### config.mk
export PLATFORM = sky130hd
export DESIGN_NAME = multi_wave_display
export DESIGN_NICKNAME = d
export VERILOG_FILES = /design/src/rtl/multi_wave_display_pkg.sv /design/src/rtl/wave_channel_cmp.sv /design/src/rtl/multi_wave_display.sv
export SDC_FILE = /design/constraint.sdc
export NUM_CORES = 1
export LEC_CHECK = 0
export CORE_MARGIN = 1.5
export CORE_UTILIZATION = 53
export DETAILED_ROUTE_END_ITERATION = 16
export PLACE_DENSITY = 0.9
export SLEW_MARGIN = 20
export SYNTH_ARGS = -nofsm -noshare
export SYNTH_HDL_FRONTEND = slang
export SYNTH_SLANG_ARGS = --single-unit
### constraint.sdc
create_clock -name clk -period 7.05 [get_ports clk]
set_input_delay 1.0575 -clock clk [delete_from_list [all_inputs] [get_ports clk]]
set_output_delay 1.0575 -clock clk [all_outputs]
set_load 0.01 [all_outputs]
### src/rtl/multi_wave_display_pkg.sv
// multi_wave_display_pkg
// Shared constants for the overlaid waveform renderer: channel limits,
// pipeline depth, default window origin and default per-channel colours,
// plus the unsigned span test used by the per-channel comparators.
// No ports; imported by multi_wave_display and wave_channel_cmp.
package multi_wave_display_pkg;

  localparam int NUM_CH_MAX  = 4;
  localparam int PIPE_LAT    = 2;
  localparam int DEF_X_START = 256;

  localparam logic [23:0] COLOR_CH0 = 24'hFFFF00;
  localparam logic [23:0] COLOR_CH1 = 24'h00FFFF;
  localparam logic [23:0] COLOR_CH2 = 24'hFF00FF;
  localparam logic [23:0] COLOR_CH3 = 24'h00FF00;

  // Channel 0 occupies the low 24 bits.
  localparam logic [24*NUM_CH_MAX-1:0] DEF_CH_COLORS =
    {COLOR_CH3, COLOR_CH2, COLOR_CH1, COLOR_CH0};

  // True when v lies between a and b inclusive, whichever order a/b come in.
  function automatic logic span_hit(input logic [7:0] a, input logic [7:0] b,
                                    input logic [7:0] v);
    logic [7:0] lo;
    logic [7:0] hi;
    lo = (a < b) ? a : b;
    hi = (a < b) ? b : a;
    return (v >= lo) && (v <= hi);
  endfunction

endpackage

### src/rtl/wave_channel_cmp.sv
// wave_channel_cmp
// One channel of the waveform renderer. Keeps the previous sample so a
// vertical segment can be drawn between consecutive samples, and decides
// whether the current pixel row is lit for this channel.
// Ports:
//   clk, reset  - pixel clock, synchronous active-high reset
//   load_prev   - sample index advanced (or row start); capture a new prev
//   first       - first column of the window; prev takes cur (dot only)
//   cur         - RAM sample for the pixel in stage 1
//   yv          - halved pixel row for the pixel in stage 1
//   gate        - pixel is valid and inside the window
//   connect_en  - 1 draws segments, 0 draws single dots
//   lit         - this channel lights the pixel (combinational)
module wave_channel_cmp
  import multi_wave_display_pkg::*;
#(
  parameter int SAMPLE_W = 8
) (
  input  logic                clk,
  input  logic                reset,
  input  logic                load_prev,
  input  logic                first,
  input  logic [SAMPLE_W-1:0] cur,
  input  logic [SAMPLE_W-1:0] yv,
  input  logic                gate,
  input  logic                connect_en,
  output logic                lit
);

  logic [SAMPLE_W-1:0] prev_q, prev_d;
  logic [SAMPLE_W-1:0] last_q, last_d;

  // last_q remembers the sample seen one pixel earlier; when the index
  // advances it becomes the segment's start point. The freshly chosen prev
  // is used in the same cycle, so the segment appears on the new sample's
  // first column.
  always_comb begin
    last_d = cur;
    prev_d = prev_q;
    if (load_prev) begin
      prev_d = first ? cur : last_q;
    end
  end

  always_ff @(posedge clk) begin
    if (reset) begin
      prev_q <= '0;
      last_q <= '0;
    end else begin
      prev_q <= prev_d;
      last_q <= last_d;
    end
  end

  always_comb begin
    lit = 1'b0;
    if (gate) begin
      if (connect_en) begin
        lit = span_hit(8'(prev_d), 8'(cur), 8'(yv));
      end else begin
        lit = (yv == cur);
      end
    end
  end

endmodule

### src/rtl/multi_wave_display.sv
// multi_wave_display
// Overlays NUM_CH audio waveforms in a fixed window of the screen. The
// display half of the double-buffered sample RAMs is latched at frame start
// so the picture never tears; a 2-cycle pipeline absorbs the RAM latency.
// Ports:
//   clk, reset      - pixel clock, synchronous active-high reset
//   x, y, valid     - pixel position from the timing generator
//   read_value      - per-channel RAM data, one cycle after read_address
//   read_index      - buffer half the producer is currently writing
//   connect_en      - 1 connected lines, 0 dots
//   read_address    - shared RAM address {display half, sample index}
//   valid_pixel     - some waveform is lit at the output pixel
//   r, g, b         - output colour, 2 cycles after x/y/valid
module multi_wave_display
  import multi_wave_display_pkg::*;
#(
  parameter int NUM_CH   = 2,
  parameter int SAMPLE_W = 8,
  parameter int ADDR_W   = 9,
  parameter int X_START  = DEF_X_START,
  parameter logic [24*NUM_CH_MAX-1:0] CH_COLORS = DEF_CH_COLORS
) (
  input  logic                       clk,
  input  logic                       reset,
  input  logic [10:0]                x,
  input  logic [9:0]                 y,
  input  logic                       valid,
  input  logic [NUM_CH*SAMPLE_W-1:0] read_value,
  input  logic                       read_index,
  input  logic                       connect_en,
  output logic [ADDR_W-1:0]          read_address,
  output logic                       valid_pixel,
  output logic [7:0]                 r,
  output logic [7:0]                 g,
  output logic [7:0]                 b
);

  localparam int IDX_W = ADDR_W - 1;
  localparam int X_END = X_START + (2 ** ADDR_W);
  localparam int Y_LIM = 2 ** (SAMPLE_W + 1);

  logic [10:0]         x_off;
  logic                in_x, in_y;
  logic [IDX_W-1:0]    idx;
  logic [12-ADDR_W:0]  unused_bits;

  logic                disp_half_q, disp_half_d;
  logic                valid_s0_q, valid_s0_d;
  logic                in_x_s0_q, in_x_s0_d;
  logic                in_y_s0_q, in_y_s0_d;
  logic                first_s0_q, first_s0_d;
  logic [SAMPLE_W-1:0] yv_s0_q, yv_s0_d;
  logic [IDX_W-1:0]    idx_s0_q, idx_s0_d;
  logic [IDX_W-1:0]    idx_old_q, idx_old_d;
  logic                valid_pixel_q, valid_pixel_d;
  logic [23:0]         rgb_q, rgb_d;

  logic                load_prev, gate;
  logic [NUM_CH-1:0]   lit;

  // Window decode; each sample spans two columns.
  always_comb begin
    x_off        = x - 11'(X_START);
    in_x         = ({1'b0, x} >= 12'(X_START)) && ({1'b0, x} < 12'(X_END));
    in_y         = ({1'b0, y} < 11'(Y_LIM));
    idx          = x_off[ADDR_W-1:1];
    read_address = in_x ? {disp_half_q, idx} : '0;
  end

  assign unused_bits = {x_off[10:ADDR_W], x_off[0], y[0]};

  // The producer writes read_index; we show the other half, chosen once per
  // frame so a mid-frame swap cannot tear the image.
  always_comb begin
    disp_half_d = disp_half_q;
    if (valid && (x == 11'd0) && (y == 10'd0)) begin
      disp_half_d = ~read_index;
    end
    valid_s0_d = valid;
    in_x_s0_d  = in_x;
    in_y_s0_d  = in_y;
    first_s0_d = (x == 11'(X_START));
    yv_s0_d    = y[SAMPLE_W:1];
    idx_s0_d   = idx;
    idx_old_d  = idx_s0_q;
  end

  always_ff @(posedge clk) begin
    if (reset) begin
      disp_half_q <= 1'b0;
      valid_s0_q  <= 1'b0;
      in_x_s0_q   <= 1'b0;
      in_y_s0_q   <= 1'b0;
      first_s0_q  <= 1'b0;
      yv_s0_q     <= '0;
      idx_s0_q    <= '0;
      idx_old_q   <= '0;
    end else begin
      disp_half_q <= disp_half_d;
      valid_s0_q  <= valid_s0_d;
      in_x_s0_q   <= in_x_s0_d;
      in_y_s0_q   <= in_y_s0_d;
      first_s0_q  <= first_s0_d;
      yv_s0_q     <= yv_s0_d;
      idx_s0_q    <= idx_s0_d;
      idx_old_q   <= idx_old_d;
    end
  end

  assign load_prev = (idx_s0_q != idx_old_q) || first_s0_q;
  assign gate      = valid_s0_q && in_x_s0_q && in_y_s0_q;

  for (genvar c = 0; c < NUM_CH; c++) begin : g_ch
    wave_channel_cmp #(
      .SAMPLE_W(SAMPLE_W)
    ) u_cmp (
      .clk       (clk),
      .reset     (reset),
      .load_prev (load_prev),
      .first     (first_s0_q),
      .cur       (read_value[c*SAMPLE_W +: SAMPLE_W]),
      .yv        (yv_s0_q),
      .gate      (gate),
      .connect_en(connect_en),
      .lit       (lit[c])
    );
  end

  // Walk from the highest channel down so the lowest lit channel wins.
  always_comb begin
    valid_pixel_d = |lit;
    rgb_d         = '0;
    for (int c = NUM_CH - 1; c >= 0; c--) begin
      if (lit[c]) begin
        rgb_d = CH_COLORS[c*24 +: 24];
      end
    end
  end

  always_ff @(posedge clk) begin
    if (reset) begin
      valid_pixel_q <= 1'b0;
      rgb_q         <= '0;
    end else begin
      valid_pixel_q <= valid_pixel_d;
      rgb_q         <= rgb_d;
    end
  end

  assign valid_pixel = valid_pixel_q;
  assign r           = rgb_q[23:16];
  assign g           = rgb_q[15:8];
  assign b           = rgb_q[7:0];

endmodule

---- Yosys cells after proc, flatten, opt, wreduce, memory -nomap -nowiden ----
Cells that the tools add are included.
operators by class
  add/sub/neg operators ................... 1
  $lt $le $gt $ge ......................... 9
  equality and inequality tests ........... 4
  multiplexer cells ....................... 15
  bitwise gates (word level) .............. 1
  reduce and logical (&&, ||, !) cells .... 12
operators with widths
  cell                                                                             count
  8-bit two-way mux                                                                8
  24-bit two-way mux                                                               1
  8-bit equality test                                                              2
  8-bit >= comparator                                                              2
  8-bit less-or-equal comparator                                                   2
  8-bit less-than comparator                                                       2
  16-bit two-way mux                                                               1
  11-bit by 9-bit equality test with 1-bit output (second input constant)          1
  11-bit by 9-bit >= comparator with 1-bit output (second input constant)          1
  11-bit zero test                                                                 1
  11-bit by 10-bit less-than comparator with 1-bit output (second input constant)  1
  10-bit zero test                                                                 1
  10-bit less-than comparator (second input constant)                              1
  9-bit two-way mux                                                                1
  9-bit subtractor (second input constant)                                         1
  8-bit inequality test                                                            1
  1-bit logical AND                                                                7
  1-bit two-way mux                                                                4
  2-bit OR reduction                                                               2
  1-bit logical OR                                                                 1
  1-bit inverter                                                                   1
storage, ports and cells
  bits in registers ....................... 86
  bits of input ports ..................... 42
  output and inout port bits .............. 34
  logic and storage cells ................. 57

---- Depth between registers and ports, before layout ----
  depth after elaboration ................. 11
  mapped depth ............................ 24
  depth with buffers taken out ............ 22

---- Cells and area by module ----
Synthesis repeated with hierarchy kept, for this count alone.
second synthesis, totals
  cell total of the unflattened synthesis .. 438
  area, all modules ....................... 4005.1 um^2
modules (own cells, without submodules)
  module                             times used  cells an instance  area each (um^2)  sequential area each (um^2)
  wave_channel_cmp at g_ch[0].u_cmp  1           157                1375.1            320.3
  wave_channel_cmp at g_ch[1].u_cmp  1           156                1373.8            320.3
  multi_wave_display                 1           125                1256.2            640.6

---- Worst setup path before layout ----
No wires, ideal clock.
  path kind ............................... register to register
  from .................................... register idx_s0_q[1] (netlist: idx_old_d[1])
  to ...................................... register valid_pixel_q (netlist: valid_pixel)
  library setup time ...................... 0.131 ns
  data arrival time ....................... 4.765 ns
  data required time ...................... 6.919 ns
  setup slack ............................. 2.155 ns
  cell stages (with the launch flop) ...... 24
  buffers on the path ..................... 2
  clock period less this slack ............ 4.895 ns
  path through ............................ dfxtp_1 -> xor2_1 -> nor3_4 -> nand4b_4 -> buf_2 -> mux2_2 -> nor2_1 -> nor2_1 -> ha_1 -> a2111oi_1 -> o21ai_0 -> nor4b_1 -> a311oi_1 -> and2_1 -> buf_6 -> nor2_4 -> mux2i_1 -> ha_1 -> a21o_1 -> a221oi_1 -> o21ai_0 -> a31oi_1 -> nand2b_1 -> nand3_1
between the ends
  cells in the longest elaborated chain, start to end .. 10
  elaborated cells on any way between the ends .. 21
  those cells by class .................... order compare: 6; eq/ne: 1; mux: 10; reduce/logical: 4
RTL lines
  element                                                                       RTL line                                                    text
  from (decl)                                                                   multi_wave_display.sv:53                                    logic [IDX_W-1:0] idx_s0_q, idx_s0_d;
  from (signal assigned)                                                        multi_wave_display.sv:105                                   idx_s0_q <= idx_s0_d;
  8-bit inequality test (*)                                                     multi_wave_display.sv:110                                   assign load_prev = (idx_s0_q != idx_old_q) || first_s0_q;
  1-bit logical OR (*)                                                          multi_wave_display.sv:110
  8-bit two-way mux (*)                                                         wave_channel_cmp.sv:40                                      if (load_prev) begin
  named net g_ch[0].u_cmp.prev_d[3]                                             wave_channel_cmp.sv:30                                      logic [SAMPLE_W-1:0] prev_q, prev_d;
  8-bit less-than comparator                                                    multi_wave_display_pkg.sv:26, multi_wave_display_pkg.sv:27
  8-bit two-way mux (on tied branches)                                          multi_wave_display_pkg.sv:26, multi_wave_display_pkg.sv:27
  8-bit >= comparator / 8-bit less-or-equal comparator (equally long branches)  multi_wave_display_pkg.sv:28                                return (v >= lo) && (v <= hi);
  1-bit logical AND (*)                                                         multi_wave_display_pkg.sv:28
  1-bit two-way mux (*)                                                         wave_channel_cmp.sv:58                                      if (connect_en) begin
  1-bit two-way mux (*)                                                         wave_channel_cmp.sv:57                                      if (gate) begin
  2-bit OR reduction (*)                                                        multi_wave_display.sv:131                                   valid_pixel_d = |lit;
  to (signal assigned)                                                          multi_wave_display.sv:145                                   valid_pixel_q <= valid_pixel_d;
  to (decl)                                                                     multi_wave_display.sv:55                                    logic valid_pixel_q, valid_pixel_d;
Mark *: on every way through the listed nets, which the timed path passes. The rest lies on a longest branch.
A chain may end at the register's enable or synchronous reset.

---- Worst setup path in the final report ----
Ends and elaborated chain as after synthesis.

==> summary.md <==
| Metric | Value |
|---|---|
| Initial core utilization | `a little over half` |
| Post-DP HPWL | `6842 um` |
| Internal Power | `0.0006534 W` |
| Post-synth net total | `555` |
| Final period util | `78.20%` |
| 1st-iter DRT viols | `235` |
| Post-Layout Cell Count | `625` |
| Capture point of the worst reg-to-reg path | `valid_pixel` |
| Worst r2r path cells | `21` |
| Reg2Reg Setup Slack | `roughly 1.5 ns` |
| Net switching power | `0.0002850 W` |
| Library cells used by synthesis | `53` |
| Core ar. | `7647 sq um` |
| Critical path's slowest cell | `a211oi_1` |
| Critical path's top delay family | `simple AND/OR/NAND/NOR gates` |
| Final Max Tran Viols | `0` |
| CP Capture Type | `flop` |
| Cells after Synth | `467` |
| RSZ-0062 raised after global routing | `false` |
| Final Total Pwr | `0.0009384 W` |
| Final Critical Period | `5.513 ns` |
| Reg power frac | `between 40% and 50%` |
| Max Cap Violations | `0` |
| Die height | `91.55 um` |
| Power Dens Cells | `~190 nW/um^2` |
| Worst Tran Pin Value | `0.6025 ns` |
| Routed Antenna Nets | `0` |
| CTS H-tree depth | `3` |
| Die W | `91.55 um` |
| Seq/Total Area, Yosys | `between 30% and 40%` |
| Flop and latch count out of synthesis | `64` |
| Die ar. | `8380 sq um` |
| Slowest stage delay, CP | `0.42 ns` |
| Most used DFF post-synth | `dfxtp_1` |
| First-pass GRT wire length | `14980 um` |
| Global route overflow | `0` |
| Worst skew pair latency | `0.36 ns` |
| Slew headroom | `about three fifths` |
| Crit path to | `valid_pixel` |
| Post-synthesis cell area | `4155 sq um` |
| Synth warn | `0` |
| Max clock buf depth | `2` |
| Leakage | `2.248 nW` |
| Fin util | `65.38%` |
| Placed insts | `slightly above 600` |
| Mean post-synth cell area | `8.898 sq um` |
| Pin count of the biggest net entering global routing | `63` |
| Via/cell ratio | `~5.6` |
| Post-CTS Hold Fix Bufs | `0` |
| Worst reg2reg path startpoint | `idx_old_d[1]` |
| Via count | `3513` |
| CP Cell Sequence | `xor2_1 > nor3_4 > nand4b_4 > mux2_2 > nor2_1 > nor2_1 > ha_1 > a211oi_1 > o21ai_0 > nor4b_1 > a311oi_1 > and2_1 > nor2_4 > mux2i_1 > ha_1 > a21o_1 > a221oi_1 > o21ai_0 > a31oi_1 > nand2b_1 > nand3_1` |
| Layout fillers | `577` |
| Outcome | `complete, no violations` |
| TritonRoute pass-1 iters | `4` |
| Drt drc | `0` |
| Worst setup path start | `idx_old_d[1]` |
| Critical Path AT | `5.74 ns` |
| Fmax | `181.4 MHz` |
| Worst VDD drop | `0.1464 mV` |
| EDFF count, synth | `0` |
| Overall Global Routing Usage | `approximately 23%` |
| Layout area overhead | `20.33%` |
| CTS tree | `done` |
| Total CTS buffers | `9` |
| Worst path bufs/invs | `0` |
| Port Buffers | `75` |
| Layout cell share with drive strength beyond 1 | `~7.6%` |
| Rows | `32` |
| Crit start category | `flop` |
| Share of total power in the clock network | `34.5%` |
| # Post-CTS Setup Buffers | `0` |
| Post-cts gate resize count | `0` |
| Inserted Diodes | `0` |
| Post-Route Skew | `0.01802 ns` |
| Final setup fails | `0` |
| Clock Tree Root | `clkbuf_8` |
| I/O pin cnt | `between 70 and 80` |
| Initial antenna violation count | `0` |
| CP Depth | `21` |
| Ys async rst share | `0%` |
| Vias in the first global route | `3352` |
| Layout Nets | `between 600 and 700` |
| Req. time, crit path | `7.27 ns` |
| CTS clk-pin slew, worst paths | `0.09 ns` |
| CP max FO | `18` |
| Gate power share | `24.0%` |
| Final WL | `~9000 um` |
| Final Hold Vio Count | `0` |
| Commonest cells after routing, fill and taps aside | `74 x clkdlybuf4s50_1, 64 x dfxtp_1, 63 x nor2_1, 46 x ha_1, 43 x nor2b_1` |
| DR WL/cell | `14.50 um` |
| Worst hold path class | `flop to flop` |
| Routability cong. | `about 0.89` |
| FF/Latch Area | `1281 sq um` |
| Sw Ratio | `between 30% and 40%` |
| Crit Path Category | `flop to flop` |
| Commonest non-fill, non-tap cell in the layout | `clkdlybuf4s50_1` |
| Multi-input logic area | `2557 sq um` |
| Sinks on Clock Net | `64` |
| TNS Setup | `0 ns` |
[logic make-up (layout without fill, tap and decap cells)]
| group | Yosys count | after routing | synth area share, % |
|---|---|---|---|
| muxes | 30 | 30 | 7.829 |
| buffers and inverters | 56 | 112 | 7.618 |
| and+or+nand+nor | 179 | 179 | 23.46 |
| DFF | 64 | 64 | 30.83 |
| AOI/OAI and AO/OA | 67 | 67 | 11.14 |
| xor gates and xnor gates | 25 | 25 | 5.269 |
| adders and majority gates | 46 | 46 | 13.85 |
[worst register-to-register path, delay by kind of cell, from the launching register on]
| kind | cells | cell delay, ns |
|---|---|---|
| AND/OR/NAND/NOR | 9 | 2.08 |
| adder cells (fa/ha/maj) | 2 | 0.59 |
| flip-flops | 1 | 0.32 |
| XOR/XNOR | 1 | 0.18 |
| AO/OA/AOI/OAI | 7 | 1.57 |
| multiplexers | 2 | 0.64 |
[metal layers]
metal,vias up,routed length [um],global-route usage [%]
met4,0,207,10.03
li1,1719,-,-
met5,-,0,0
met2,134,4420,39.99
met1,1639,3878,25.44
met3,21,556,5.779
[synth_stat cells (2+ instances only)]
master      n  area, sq um
dfxtp_1    64         1281
nor2_1     63        236.5
ha_1       46        575.6
nor2b_1    43        269.0
buf_4      22        165.2
inv_1      19        71.32
nor3_1     19        95.09
xor2_1     17        148.9
a21oi_1    16        80.08
mux2_2     15        168.9
mux2i_1    13        130.1
and2_1     11        68.82
o21ai_0    11        55.05
o2bb2ai_1  11        96.34
clkbuf_1   10        37.54
nand3_1     8        40.04
xnor2_1     8        70.07
a22o_1      7        61.31
nand4_1     7        43.79
nand2_1     6        22.52
a211oi_1    4        30.03
nor4_1      4        25.02
a21o_1      3        22.52
buf_6       3        33.78
nand2b_1    3        18.77
nor4b_1     3        26.28
and3_1      2        12.51
o211ai_1    2        15.01
o21a_1      2        15.01
or3_1       2        12.51
[metrics by stage]
| stage | cell area, sq um | worst slack (ns) | hold slack [ns] |
|---|---|---|---|
| floorplan | 4155 | 2.155 | 0.4576 |
| global placement | 4798 | 1.809 | 0.4672 |
| detailed placement | 4798 | 1.587 | 0.4677 |
| CTS | 5000 | 1.545 | 0.4732 |
| global route | 5000 | 1.109 | 0.4883 |
| finish | 5000 | 1.537 | 0.4623 |
[sequential cells by signal, indices dropped and copies added (netlist names)]
register / flops
valid_pixel: 1
in_y_s0_q: 1
g_ch.u_cmp.last_q: 16
first_s0_q: 1
yv_s0_q: 8
g_ch.u_cmp.prev_q: 16
idx_old_q: 8
idx_old_d: 8
in_x_s0_q: 1
valid_s0_q: 1
disp_half_q: 1
rgb_q: 2
[power groups by stage]
stage	combinational [W]	clock [W]	sequential, W
after global routing	0.000252	0.000341	0.000391
after detailed placement	0.000221	0	0.000398
after floorplan	0.000156	0	0.000394
after CTS	0.000223	0.000326	0.000389
final	0.000225	0.000324	0.000389
after global placement	0.000211	0	0.000397
[final cells by class]
| class | instances | share of cell area (%) |
|---|---|---|
| clock buffer | 9 | 2.477 |
| clock inverter | 7 | 1.552 |
| sequential | 64 | 25.63 |
| tap | 102 | 2.553 |
| multi-input combinational | 347 | 51.15 |
| inverter | 19 | 1.426 |
| timing repair buffer | 77 | 15.22 |
[how the worst min path moves through the flow]
| stage | from | end | cells past startpoint |
|---|---|---|---|
| floorplan | idx_old_d[0] | idx_old_q[0] | 1 |
| global placement | idx_old_d[2] | idx_old_q[2] | 1 |
| detailed placement | idx_old_d[6] | idx_old_q[6] | 1 |
| CTS | idx_old_d[5] | idx_old_q[5] | 1 |
| global route | idx_old_d[5] | idx_old_q[5] | 1 |
| finish | idx_old_d[5] | idx_old_q[5] | 1 |
(Power assumes the default switching activity.)
